**src/rtl/id_ex_stage.sv**
```systemverilog
// id_ex_stage: ID/EX pipeline register with operand forwarding, load-use
// hazard detection and bubble insertion, feeding the 32-bit execute ALU.
module id_ex_stage (
  input  logic        clk,
  input  logic        rst_n,
  input  logic        id_valid,
  input  logic [4:0]  id_rs1,
  input  logic [4:0]  id_rs2,
  input  logic [4:0]  id_rd,
  input  logic [31:0] id_rs1_data,
  input  logic [31:0] id_rs2_data,
  input  logic [31:0] id_imm,
  input  logic        id_use_imm,
  input  logic [2:0]  id_alu_ctrl,
  input  logic        id_mem_read,
  input  logic        id_mem_write,
  input  logic        id_reg_write,
  input  logic        flush,
  input  logic [4:0]  exm_rd,
  input  logic        exm_reg_write,
  input  logic [31:0] exm_result,
  input  logic [4:0]  wb_rd,
  input  logic        wb_reg_write,
  input  logic [31:0] wb_data,
  output logic        stall_id,
  output logic [31:0] alu_in_1,
  output logic [31:0] alu_in_2,
  output logic [2:0]  alu_ctrl,
  output logic [31:0] ex_store_data,
  output logic [4:0]  ex_rd,
  output logic        ex_valid,
  output logic        ex_reg_write,
  output logic        ex_mem_read,
  output logic        ex_mem_write
);

  logic        valid_q, valid_d;
  logic [4:0]  rs1_q, rs1_d;
  logic [4:0]  rs2_q, rs2_d;
  logic [4:0]  rd_q, rd_d;
  logic [31:0] rs1Data_q, rs1Data_d;
  logic [31:0] rs2Data_q, rs2Data_d;
  logic [31:0] imm_q, imm_d;
  logic        useImm_q, useImm_d;
  logic [2:0]  aluCtrl_q, aluCtrl_d;
  logic        memRead_q, memRead_d;
  logic        memWrite_q, memWrite_d;
  logic        regWrite_q, regWrite_d;

  logic        bubble;
  logic [31:0] fwd1;
  logic [31:0] fwd2;
  logic [31:0] operand2;

  // Load-use hazard: a load in EX whose destination the ID instruction reads.
  always_comb begin
    stall_id = id_valid & valid_q & memRead_q & (rd_q != 5'd0) &
               ((rd_q == id_rs1) | ((rd_q == id_rs2) & ~id_use_imm));
    bubble   = stall_id | flush;
  end

  // Next EX contents: capture ID, or an all-zero bubble on stall or flush.
  always_comb begin
    valid_d    = id_valid;
    rs1_d      = id_rs1;
    rs2_d      = id_rs2;
    rd_d       = id_rd;
    rs1Data_d  = id_rs1_data;
    rs2Data_d  = id_rs2_data;
    imm_d      = id_imm;
    useImm_d   = id_use_imm;
    aluCtrl_d  = id_alu_ctrl;
    memRead_d  = id_mem_read;
    memWrite_d = id_mem_write;
    regWrite_d = id_reg_write;
    if (bubble) begin
      valid_d    = 1'b0;
      rs1_d      = 5'd0;
      rs2_d      = 5'd0;
      rd_d       = 5'd0;
      rs1Data_d  = 32'd0;
      rs2Data_d  = 32'd0;
      imm_d      = 32'd0;
      useImm_d   = 1'b0;
      aluCtrl_d  = 3'd0;
      memRead_d  = 1'b0;
      memWrite_d = 1'b0;
      regWrite_d = 1'b0;
    end
  end

  // EX registers; reset discards whatever instruction is in flight.
  always_ff @(posedge clk or negedge rst_n) begin
    if (!rst_n) begin
      valid_q    <= 1'b0;
      rs1_q      <= 5'd0;
      rs2_q      <= 5'd0;
      rd_q       <= 5'd0;
      rs1Data_q  <= 32'd0;
      rs2Data_q  <= 32'd0;
      imm_q      <= 32'd0;
      useImm_q   <= 1'b0;
      aluCtrl_q  <= 3'd0;
      memRead_q  <= 1'b0;
      memWrite_q <= 1'b0;
      regWrite_q <= 1'b0;
    end else begin
      valid_q    <= valid_d;
      rs1_q      <= rs1_d;
      rs2_q      <= rs2_d;
      rd_q       <= rd_d;
      rs1Data_q  <= rs1Data_d;
      rs2Data_q  <= rs2Data_d;
      imm_q      <= imm_d;
      useImm_q   <= useImm_d;
      aluCtrl_q  <= aluCtrl_d;
      memRead_q  <= memRead_d;
      memWrite_q <= memWrite_d;
      regWrite_q <= regWrite_d;
    end
  end

  // Forwarding: EX/MEM beats MEM/WB, and x0 is never forwarded.
  always_comb begin
    if (exm_reg_write && (exm_rd != 5'd0) && (exm_rd == rs1_q)) begin
      fwd1 = exm_result;
    end else if (wb_reg_write && (wb_rd != 5'd0) && (wb_rd == rs1_q)) begin
      fwd1 = wb_data;
    end else begin
      fwd1 = rs1Data_q;
    end
    if (exm_reg_write && (exm_rd != 5'd0) && (exm_rd == rs2_q)) begin
      fwd2 = exm_result;
    end else if (wb_reg_write && (wb_rd != 5'd0) && (wb_rd == rs2_q)) begin
      fwd2 = wb_data;
    end else begin
      fwd2 = rs2Data_q;
    end
  end

  // Operand select; shift ops only see the low five bits of the amount.
  always_comb begin
    operand2 = useImm_q ? imm_q : fwd2;
    if ((aluCtrl_q == 3'b101) || (aluCtrl_q == 3'b110) || (aluCtrl_q == 3'b111)) begin
      alu_in_2 = {27'd0, operand2[4:0]};
    end else begin
      alu_in_2 = operand2;
    end
  end

  assign alu_in_1      = fwd1;
  assign ex_store_data = fwd2;
  assign alu_ctrl      = aluCtrl_q;
  assign ex_rd         = rd_q;
  assign ex_valid      = valid_q;
  assign ex_reg_write  = regWrite_q;
  assign ex_mem_read   = memRead_q;
  assign ex_mem_write  = memWrite_q;

endmodule

```
**config.mk**
```make
export PLATFORM = sky130hd
export DESIGN_NAME = id_ex_stage
export DESIGN_NICKNAME = d
export VERILOG_FILES = /design/src/rtl/id_ex_stage.sv
export SDC_FILE = /design/constraint.sdc
export NUM_CORES = 1
export LEC_CHECK = 0
export ABC_AREA = 1
export ABC_CLOCK_PERIOD_IN_PS = 1800
export CORE_MARGIN = 4
export CORE_UTILIZATION = 25
export CTS_CLUSTER_SIZE = 14
export DETAILED_ROUTE_END_ITERATION = 12
export GPL_TIMING_DRIVEN = 0
export PLACE_DENSITY = 0.59
export SETUP_SLACK_MARGIN = 0.05
export SYNTH_ARGS = -nofsm -noshare
export SYNTH_HDL_FRONTEND = slang
export SYNTH_SLANG_ARGS = --single-unit
```
**constraint.sdc**
```tcl
create_clock -name clk -period 1.8 [get_ports clk]
set_clock_uncertainty 0.05 [all_clocks]
set_input_delay 0.45 -clock clk [delete_from_list [all_inputs] [get_ports clk]]
set_output_delay 0.45 -clock clk [all_outputs]
set_load 0.02 [all_outputs]
```
==> metrics <==
Post-Syn Area=between 0.007 and 0.008 sq mm; Synth area leaders=dfrtp_1 42%, inv_1 13%, nand2_1 12%; CP startpoint kind=register; # H-tree levels=4; final setup violation count=around 130; 1st-iter DRT viols=~370; clk slew on worst S/H paths=0.06 ns; endpoints failing hold=0; power after layout=9.26 mW; area leader, netlist=dfrtp_1; Post-Syn Area per Cell=~6.8 sq um; CP max-delay cell=dfrtp_1; routed len/inst=18.8 microns; crit path capture type=output port; Synth-to-Final Area Change=117%; Clock Sinks=119; clk_lat worst skew=about 0.42 ns; Cell Chain, Critical Path=buf_6, xnor2_2, nand2_1, nor3_2, nand2_2, buf_6, clkinv_8, buf_8, buf_8, buf_6, nand2_2, nand3_2, nand2_2, buf_6; Vias/cell=~4.4; EDFF count, synth=0; TritonRoute pass-1 iters=5; status=finished with violations; Net Count, Synth=roughly 1300; fin area=between 0.015 and 0.02 sq mm; register area share after synthesis=between 40% and 50%; largest net degree at the start of global routing=just over 60; Root Driver=clkbuf_16; Yosys warnings=0; CTS tree=built; Post-Place Cells=1738; Routed WL=roughly 35000 microns; maximum clock rate=~360 MHz; max incr delay on CP=about 0.4 ns; slew of the pin with the lowest slew margin=roughly 0.73 ns; first-pass GRT wire length=47800 microns; Slew headroom=51.2%; Min-Delay Path Class=input pin to register; Sw Ratio=32.2%; Critical Path Fanout Max=5; DRC violations left=0; Max Root-Sink Buffers=2; Int Power=approximately 6.3 mW; Slew Limit Fails=0; crit share post-route=154%; GRT Residual Overflow=0; Die ar.=approximately 0.031 sq mm; GRT Overall Usage=between 20% and 30%; Final Critical Period=2.77 ns; Power Density=slightly below 600 mW/mm^2; initial core utilization=25.6%; peak supply drop=roughly 0.51 mV; Worst path most repeated cell=buf_6; DP Wirelength=roughly 23000 microns; Crit path arrival time=about 2.3 ns; Layout Nets=~1700; share of layout cells above drive strength 1=between 50% and 60%; Post-synth top cells=242 x inv_1, 234 x nand2_1, 183 x nor2_1, 140 x nand3_1, 119 x dfrtp_1; via count=between 8000 and 9000; placed cell area=around 0.011 sq mm; Final Wtd Congestion=slightly above 0.8; initial antenna violation count=2; CP Buf/Inv Count=7; WP data required=1.30 ns; top-count cell post-synth=inv_1; Final WS setup=-0.974 ns; top-area cell type share of the netlist area=41.6%; FP Rows=61; Max-Cap Viols=0; number of routed nets with antenna violations=0; WS Path Type=register to output port; combinational share of power=roughly 32%; Die W=around 180 microns; TritonCTS Buffers=17; # port buffers=around 310; RSZ-0062 raised after global routing=true; Post-Synthesis Cells=between 1000 and 1500; Synth async-reset ratio=between 90% and 100%; Net Sw Power=around 3 mW; core area=around 0.028 sq mm; FF+latch count, synth=119; failing checks=negative setup slack; cell family with most CP delay=buffers and inverters; Hold Slack=between 0.2 and 0.3 ns; I/O Pins=roughly 300; vias in the first global route=8207; leak pwr=7.72 nW; Flop pwr share=31.0%; die height=between 150 and 200 microns; post-route non-filler standard cell count=1865; post-synthesis cell type count=33; ys flop type=dfrtp_1; Clk pwr share=around 37%
==> sequential cells by signal, indices dropped and copies added (netlist names) <==
signal and cells:
rs2Data_q 32, ex_valid 1, alu_ctrl 3, ex_mem_write 1
rs1_q 5, rs1Data_q 32, ex_mem_read 1, rs2_q 5
ex_reg_write 1, ex_rd 5, imm_q 32, useImm_q 1
==> worst reg2reg max path, stage by stage (launching register included) <==
cell and delay, ns:
dfrtp_2 0.44, xor2_1 0.16, a21oi_1 0.11, nand3_1 0.08, nand2_1 0.09, nand3_2 0.09, buf_6 0.14, nand2_8 0.09
buf_12 0.13, buf_6 0.13, buf_12 0.15, nor2_4 0.04
==> placed cells by master, fill, tap and decap left out, drive strengths merged <==
cell           netlist  routed
xnor2                6       6
or2                 10      10
nor3                 3       3
nand3b               1       1
clkinv               1       5
o21a                 1       1
o22ai                2       2
nor4                 1       1
bufinv               0       1
dfrtp              119     119
o21ai                3       3
clkinvlp             0       5
dlygate4sd3          0       1
dlygate4sd2          0      21
and3                 1       1
inv                244     246
and2                 5       5
clkbuf               7      49
buf                 42     215
nor2               186     186
diode                0       2
xor2                15      15
nand3              161     161
nand2              241     241
clkdlybuf4s15        0       4
a21oi                3       3
dlymetal6s2s         0       2
clkdlybuf4s50        0     178
==> layer usage <==
metal / vias up / global-route usage (%) / part of all wire [%]
li1: 3941 / - / -
met1: 3905 / 24.6 / 40
met2: 265 / 34.7 / 50
met3: 49 / 5.00 / 6.5
met4: 0 / 6.57 / 2.7
met5: - / 0 / 0
==> final cells by class <==
cell class	instances	area, sq um
Buffer	48	723
Clock inverter	12	120
Sequential cell	119	2980
Timing Repair Buffer	402	4700
Multi-Input combinational cell	639	5130
Inverter	245	937
Fill cell	2462	12500
Antenna cell	2	5.00
Tap cell	378	473
Clock buffer	20	457
==> final timing paths <==
path / depth (start not counted) / slack (ns) / start / endpoint
worst max-delay path: 14 / -0.97 / rs1_q[1] / alu_in_1[27]
worst min-delay path: 3 / 0.29 / id_rs2[2] / rs2_q[2]
worst max register to register: 11 / -0.02 / ex_rd[0] / rs2Data_q[26]
worst min register to register: 7 / 1.11 / ex_valid / ex_rd[3]
max in group asynchronous: 3 / 0.42 / rst_n / rs1Data_q[21]
min in group asynchronous: 2 / 0.53 / rst_n / rs2Data_q[9]
==> power by group through the flow <==
stage,clock [mW],sequential [mW],combinational (mW)
after floorplan,0,2.92,0.955
after global routing,3.63,2.88,3.17
final,3.41,2.87,2.98
after CTS,3.49,2.87,2.51
after detailed placement,0,2.92,2.13
after global placement,0,2.92,2.11
==> through the flow <==
stage                     TNS (ns)  setup slack (ns)  utilization [%]
after floorplan             -11.09            -0.153                -
after global placement     -817.78             -4.84             39.3
after detailed placement   -240.79             -2.04             39.4
after CTS                   -80.62            -0.965             48.5
after global routing        -96.15             -1.10             55.4
final                       -82.07            -0.974             55.4
==> what timing repair did <==
item                                   in CTS  in global routing
setup buffers                              50                 21
gates cloned                               13                 18
hold buffers                                1                  0
pin swaps                                  62                107
endpoints found under the hold margin      31                  0
setup endpoints to repair                 219                211
gates resized for setup                   883                398
==> cell families after synthesis <==
group / after synthesis / synth area share, %
simple gates: 609 / 37.7
buf+inv: 295 / 17.4
flops: 119 / 41.6
xor+xnor: 21 / 2.57
compound gates: 9 / 0.751
No activity file was read; power rests on OpenSTA's default activity.
==> patch 1: new RTL, config.mk and constraints unchanged <==
Make the reset (`rst_n`) synchronous in one clocked block.
--- a/src/rtl/id_ex_stage.sv
+++ b/src/rtl/id_ex_stage.sv
@@ -92,3 +92,3 @@
   // EX registers; reset discards whatever instruction is in flight.
-  always_ff @(posedge clk or negedge rst_n) begin
+  always_ff @(posedge clk) begin
     if (!rst_n) begin
Formal check against the unedited RTL: differs if rst_n is asserted again (counterexample within 4 cycles, from zero or initial values and one cycle with rst_n low); with rst_n held inactive, the same outputs for 10 cycles.
==> patch 1 against the original RTL <==
The flow still finishes with violations (negative setup slack); area after synthesis down 9.3%; cell area down 20%; worst setup slack better by 0.14 ns; combinational power down 33%; total power down 9.6%; sequential cell count unchanged; global-route usage down 0.52 points; routed wire length down 17%; critical endpoint is now alu_in_2[13].
==> patch 1: results (changes against the original RTL) <==
Status: finished with violations
Failing checks: negative setup slack
Place WS: -1.88 ns (+0.154 ns)
Initial antenna violation count: 3 (+1)
Top cells by area, synth: dfxtp_1 37%, inv_1 14%, nand2_1 13%
Clock-cell share of area: 0.0498 (+0.0127)
Syn Area/Cell: 6.20 µm² (-8.9%)
Die Wd: 169 µm (-4.5%)
Fill count: 2579 (+4.8%)
Combinational gate power: 0.00201 W (-33%)
Multi-input logic portion of the cell area: 0.311 (-0.0193)
Sequential fraction of the synthesis area: 0.367 (-0.0491)
Cell variety after synth: 34 (+3.0%)
Largest net degree at the start of global routing: 17 (-73%)
Slew headroom: 0.536 (+0.0243)
Final setup viols: 97 (-24%)
Non-clk bufs: 393 (-13%)
Final std cells w/o fill: 1757 (-5.8%)
P_int: 0.00604 W (-3.8%)
Inst Count DP: 1685 (-3.0%)
Static Leak: 6.77 nW (-12%)
GR Util met2: 0.347 (about the same)
Vias in the first global route: 7750 (-5.6%)
Layout cells sized above 1: 0.335 (-0.167)
Met3 Usage GRT: 0.0538 (+0.00382)
Clock buffers: 21 (+5.0%)
Post-DP Area: 10300 µm² (-6.3%)
Seq. cell area: 2410 µm² (-19%)
DRT Pass-1 Iters: 4 (-1)
DR iter-0 viols: 302 (-19%)
DRT Wirelength: 29100 µm (-17%)
Gp weighted congestion: 0.814 (-1.7%)
Setup ws final: -0.830 ns (+0.144 ns)
GR Layer Usage met1: 0.241 (-0.00580)
Met3 wire length: 1930 µm (-16%)
Met2 WL: 14500 µm (-18%)
Multi-In Gates: 638 (-0.16%)
Syn Nets: 1247 (-0.32%)
M1 WL: 12400 µm (-12%)
Finished Cell Area: 12400 µm² (-20%)
Top routing layer used: met5
Post-detail-place hpwl: 21300 µm (-5.7%)
Logic pwr share: 0.239 (-0.083)
Arrival time worst endpoint: 2.13 ns (-0.14 ns)
Synth Area in Compound Gates: 0.00828 (+0.000768)
First-pass GRT wire length: 43300 µm (-9.3%)
-- patch 1: path summary, 6_finish.rpt --
| check | startpoint | to | slack (ns) | depth (start not counted) |
|---|---|---|---|---|
| worst max-delay path | wb_rd[0] | alu_in_2[13] | -0.83 | 12 |
| worst min-delay path | id_rs1[0] | rs1_q[0] | 0.27 | 3 |
| worst max register to register | ex_rd[4] | rs2_q[2] | 0.15 | 9 |
| worst min register to register | ex_valid | ex_reg_write | 0.89 | 5 |
-- patch 1: worst max-delay path, stage by stage --
cell and delay, ns:
dlygate4sd2_1 0.30, xnor2_2 0.19, nand3_2 0.11, nor2_4 0.22, buf_12 0.17, buf_8 0.13, nand3_1 0.08, nand3_2 0.09
nand3_1 0.09, nand2_1 0.12, inv_2 0.05, buf_6 0.12
-- patch 1: what timing repair did --
item / in CTS / in global routing
pin swaps: 38 / 32
endpoints found under the setup margin: 219 / 219
cloned: 8 / 0
setup buffers: 27 / 10
endpoints found under the hold margin: 0 / 0
gates resized for setup: 672 / 178
==> patch 2: new RTL, config.mk and constraints unchanged <==
Without the edit above. Take the reset off `rs2_q` and load it in a clocked block of its own.
--- a/src/rtl/id_ex_stage.sv
+++ b/src/rtl/id_ex_stage.sv
@@ -96,3 +96,2 @@
       rs1_q      <= 5'd0;
-      rs2_q      <= 5'd0;
       rd_q       <= 5'd0;
@@ -109,3 +108,2 @@
       rs1_q      <= rs1_d;
-      rs2_q      <= rs2_d;
       rd_q       <= rd_d;
@@ -120,2 +118,6 @@
     end
+  end
+
+  always_ff @(posedge clk) begin
+    rs2_q <= rs2_d;
   end
Function: changed (Yosys sat finds a counterexample within 4 cycles, from zero or initial values and one cycle with rst_n low).
==> patch 2 against the original RTL <==
The run still ends with negative setup slack left; non-clock buffer count decreased by 37; area after synthesis decreased by 1.4%; sequential cell count unchanged; worst setup slack improved by 0.048 ns; register-to-register slack improved by 0.12 ns; routed wire length decreased by 4.4%; final cell count decreased by 2.0%; cell area decreased by 5.8%; total power decreased by 1.4%; highest routed layer is now met5.
==> patch 2: results (changes against the original RTL) <==
Status: finished with violations
Failing checks: negative setup slack
Initial antenna violation count: 3 (+1)
FFs w/ async S/R, synth: 0.958 (-0.0420)
Hold slack: 0.246 ns (-0.0483 ns)
Gp weighted congestion: 0.802 (-3.1%)
Static Leak: 7.56 nW (-2.1%)
YS warnings: 0 (unchanged)
DRT Pass-1 Iters: 4 (-1)
Worst reg2reg endpoint: imm_q[21]
First-pass GRT wire length: 46500 µm (-2.8%)
Fill count: 2608 (+5.9%)
Vias in the first global route: 8078 (-1.6%)
Clock-pin slew on the worst setup and hold paths: 0.07 ns
R2r setup slk: 0.10 ns (+0.12 ns)
Hold path startpoint: id_rs1[2]
Min-Delay Endpoint: rs1_q[2]
Crit-path max FO: 7 (+2)
Slew headroom: 0.654 (+0.143)
Setup ws final: -0.926 ns (+0.0482 ns)
Net Switching: 0.00289 W (-3.4%)
Place WS: -2.12 ns (-0.0871 ns)
Top cells by instance count after synthesis: 242 x inv_1, 235 x nand2_1, 182 x nor2_1
Crit-path max cell delay: 0.42 ns (+0.03 ns)
Setup tns final: -76.77 ns (+5.30 ns)
Tot GR Track Use: 0.195 (-0.00573)
Final nets: 1632 (-2.3%)
DRT Wirelength: 33500 µm (-4.4%)
Sequential fraction of the synthesis area: 0.418 (+0.00227)
Syn Nets: 1249 (-0.16%)
Largest net degree at the start of global routing: 64 (+3.2%)
Maximum vdd ir drop: 435 µV (-16%)
Post-detail-place hpwl: 22600 µm (about the same)
Via density: 4.35 (-0.47%)
Final setup viols: 97 (-24%)
Arrival time worst endpoint: 2.23 ns (-0.04 ns)
Layout cells sized above 1: 0.456 (-0.0456)
Cells on worst reg2reg path: 10 (-1)
Cell variety after synth: 34 (+3.0%)
Top cells by area, synth: dfrtp_1 40%, inv_1 13%, nand2_1 12%
==> patch 2: cells by family after synthesis <==
kind of cell,synth area share
flip-flops,0.418
AO/OA/AOI/OAI,0.00850
XOR/XNOR,0.0260
AND/OR/NAND/NOR,0.373
buffers and inverters,0.175
==> patch 2: layer usage <==
layer / vias up / global-route usage / part of all wire
met2: 221 / 0.344 / 0.52
met5: - / 0 / 0.00033
met3: 27 / 0.0486 / 0.060
met4: 2 / 0.0481 / 0.013
li1: 3857 / - / -
met1: 3849 / 0.240 / 0.41
==> patch 2: worst max-delay path by stage <==
stage               slack (ns)       from            to
detailed placement       -2.12  exm_rd[3]  alu_in_1[18]
global placement         -4.60      rst_n      ex_rd[0]
global route             -0.98   wb_rd[1]   alu_in_1[3]
floorplan                -0.16  exm_rd[3]  alu_in_2[26]
CTS                      -0.86   rs1_q[1]  alu_in_1[23]
finish                   -0.93   rs1_q[3]   alu_in_1[3]
==> patch 2: cell type report <==
| type | count | area (µm²) | area share |
|---|---|---|---|
| multi-input combinational | 637 | 4800 | 0.328 |
| timing repair buffer | 365 | 4160 | 0.284 |
| sequential | 119 | 2970 | 0.203 |
| inverter | 245 | 930 | 0.0636 |
| buffer | 48 | 688 | 0.0471 |
| tap | 378 | 473 | 0.0323 |
| clock buffer | 17 | 425 | 0.0291 |
| clock inverter | 15 | 170 | 0.0116 |
| timing repair inverter | 1 | 5.00 | 0.000342 |
| antenna | 2 | 5.00 | 0.000342 |
==> patch 2: stage by stage <==
step,power [W],area (µm²),std cells
2_1_floorplan,0.00390,7570,1051
3_3_place_gp,0.00506,11100,1735
3_5_place_dp,0.00508,11100,1736
4_1_cts,0.00869,12400,1794
5_1_grt,0.00952,14600,1826
6_report,0.00913,14600,1827
==> patch 2: critical path, delay by kind of cell (launching register included) <==
family	cells	cell delay [ns]
XOR/XNOR	1	0.14
buffers and inverters	4	0.60
flip-flops	1	0.42
AND/OR/NAND/NOR	5	0.63
==> patch 2: power groups by stage <==
stage               sequential (W)  combinational, W  clock, W
floorplan                  0.00292          0.000981         0
global placement           0.00292           0.00215         0
detailed placement         0.00291           0.00216         0
CTS                        0.00287           0.00227   0.00355
global route               0.00288           0.00297   0.00367
finish                     0.00287           0.00278   0.00349
==> patch 2: timing repair <==
item / CTS / global route
endpoints found under the setup margin: 219 / 219
pin swaps: 49 / 114
gates cloned: 5 / 17
endpoints found under the hold margin: 51 / 0
resized for setup: 621 / 520
hold buffers: 1 / 0
setup buffers: 22 / 15
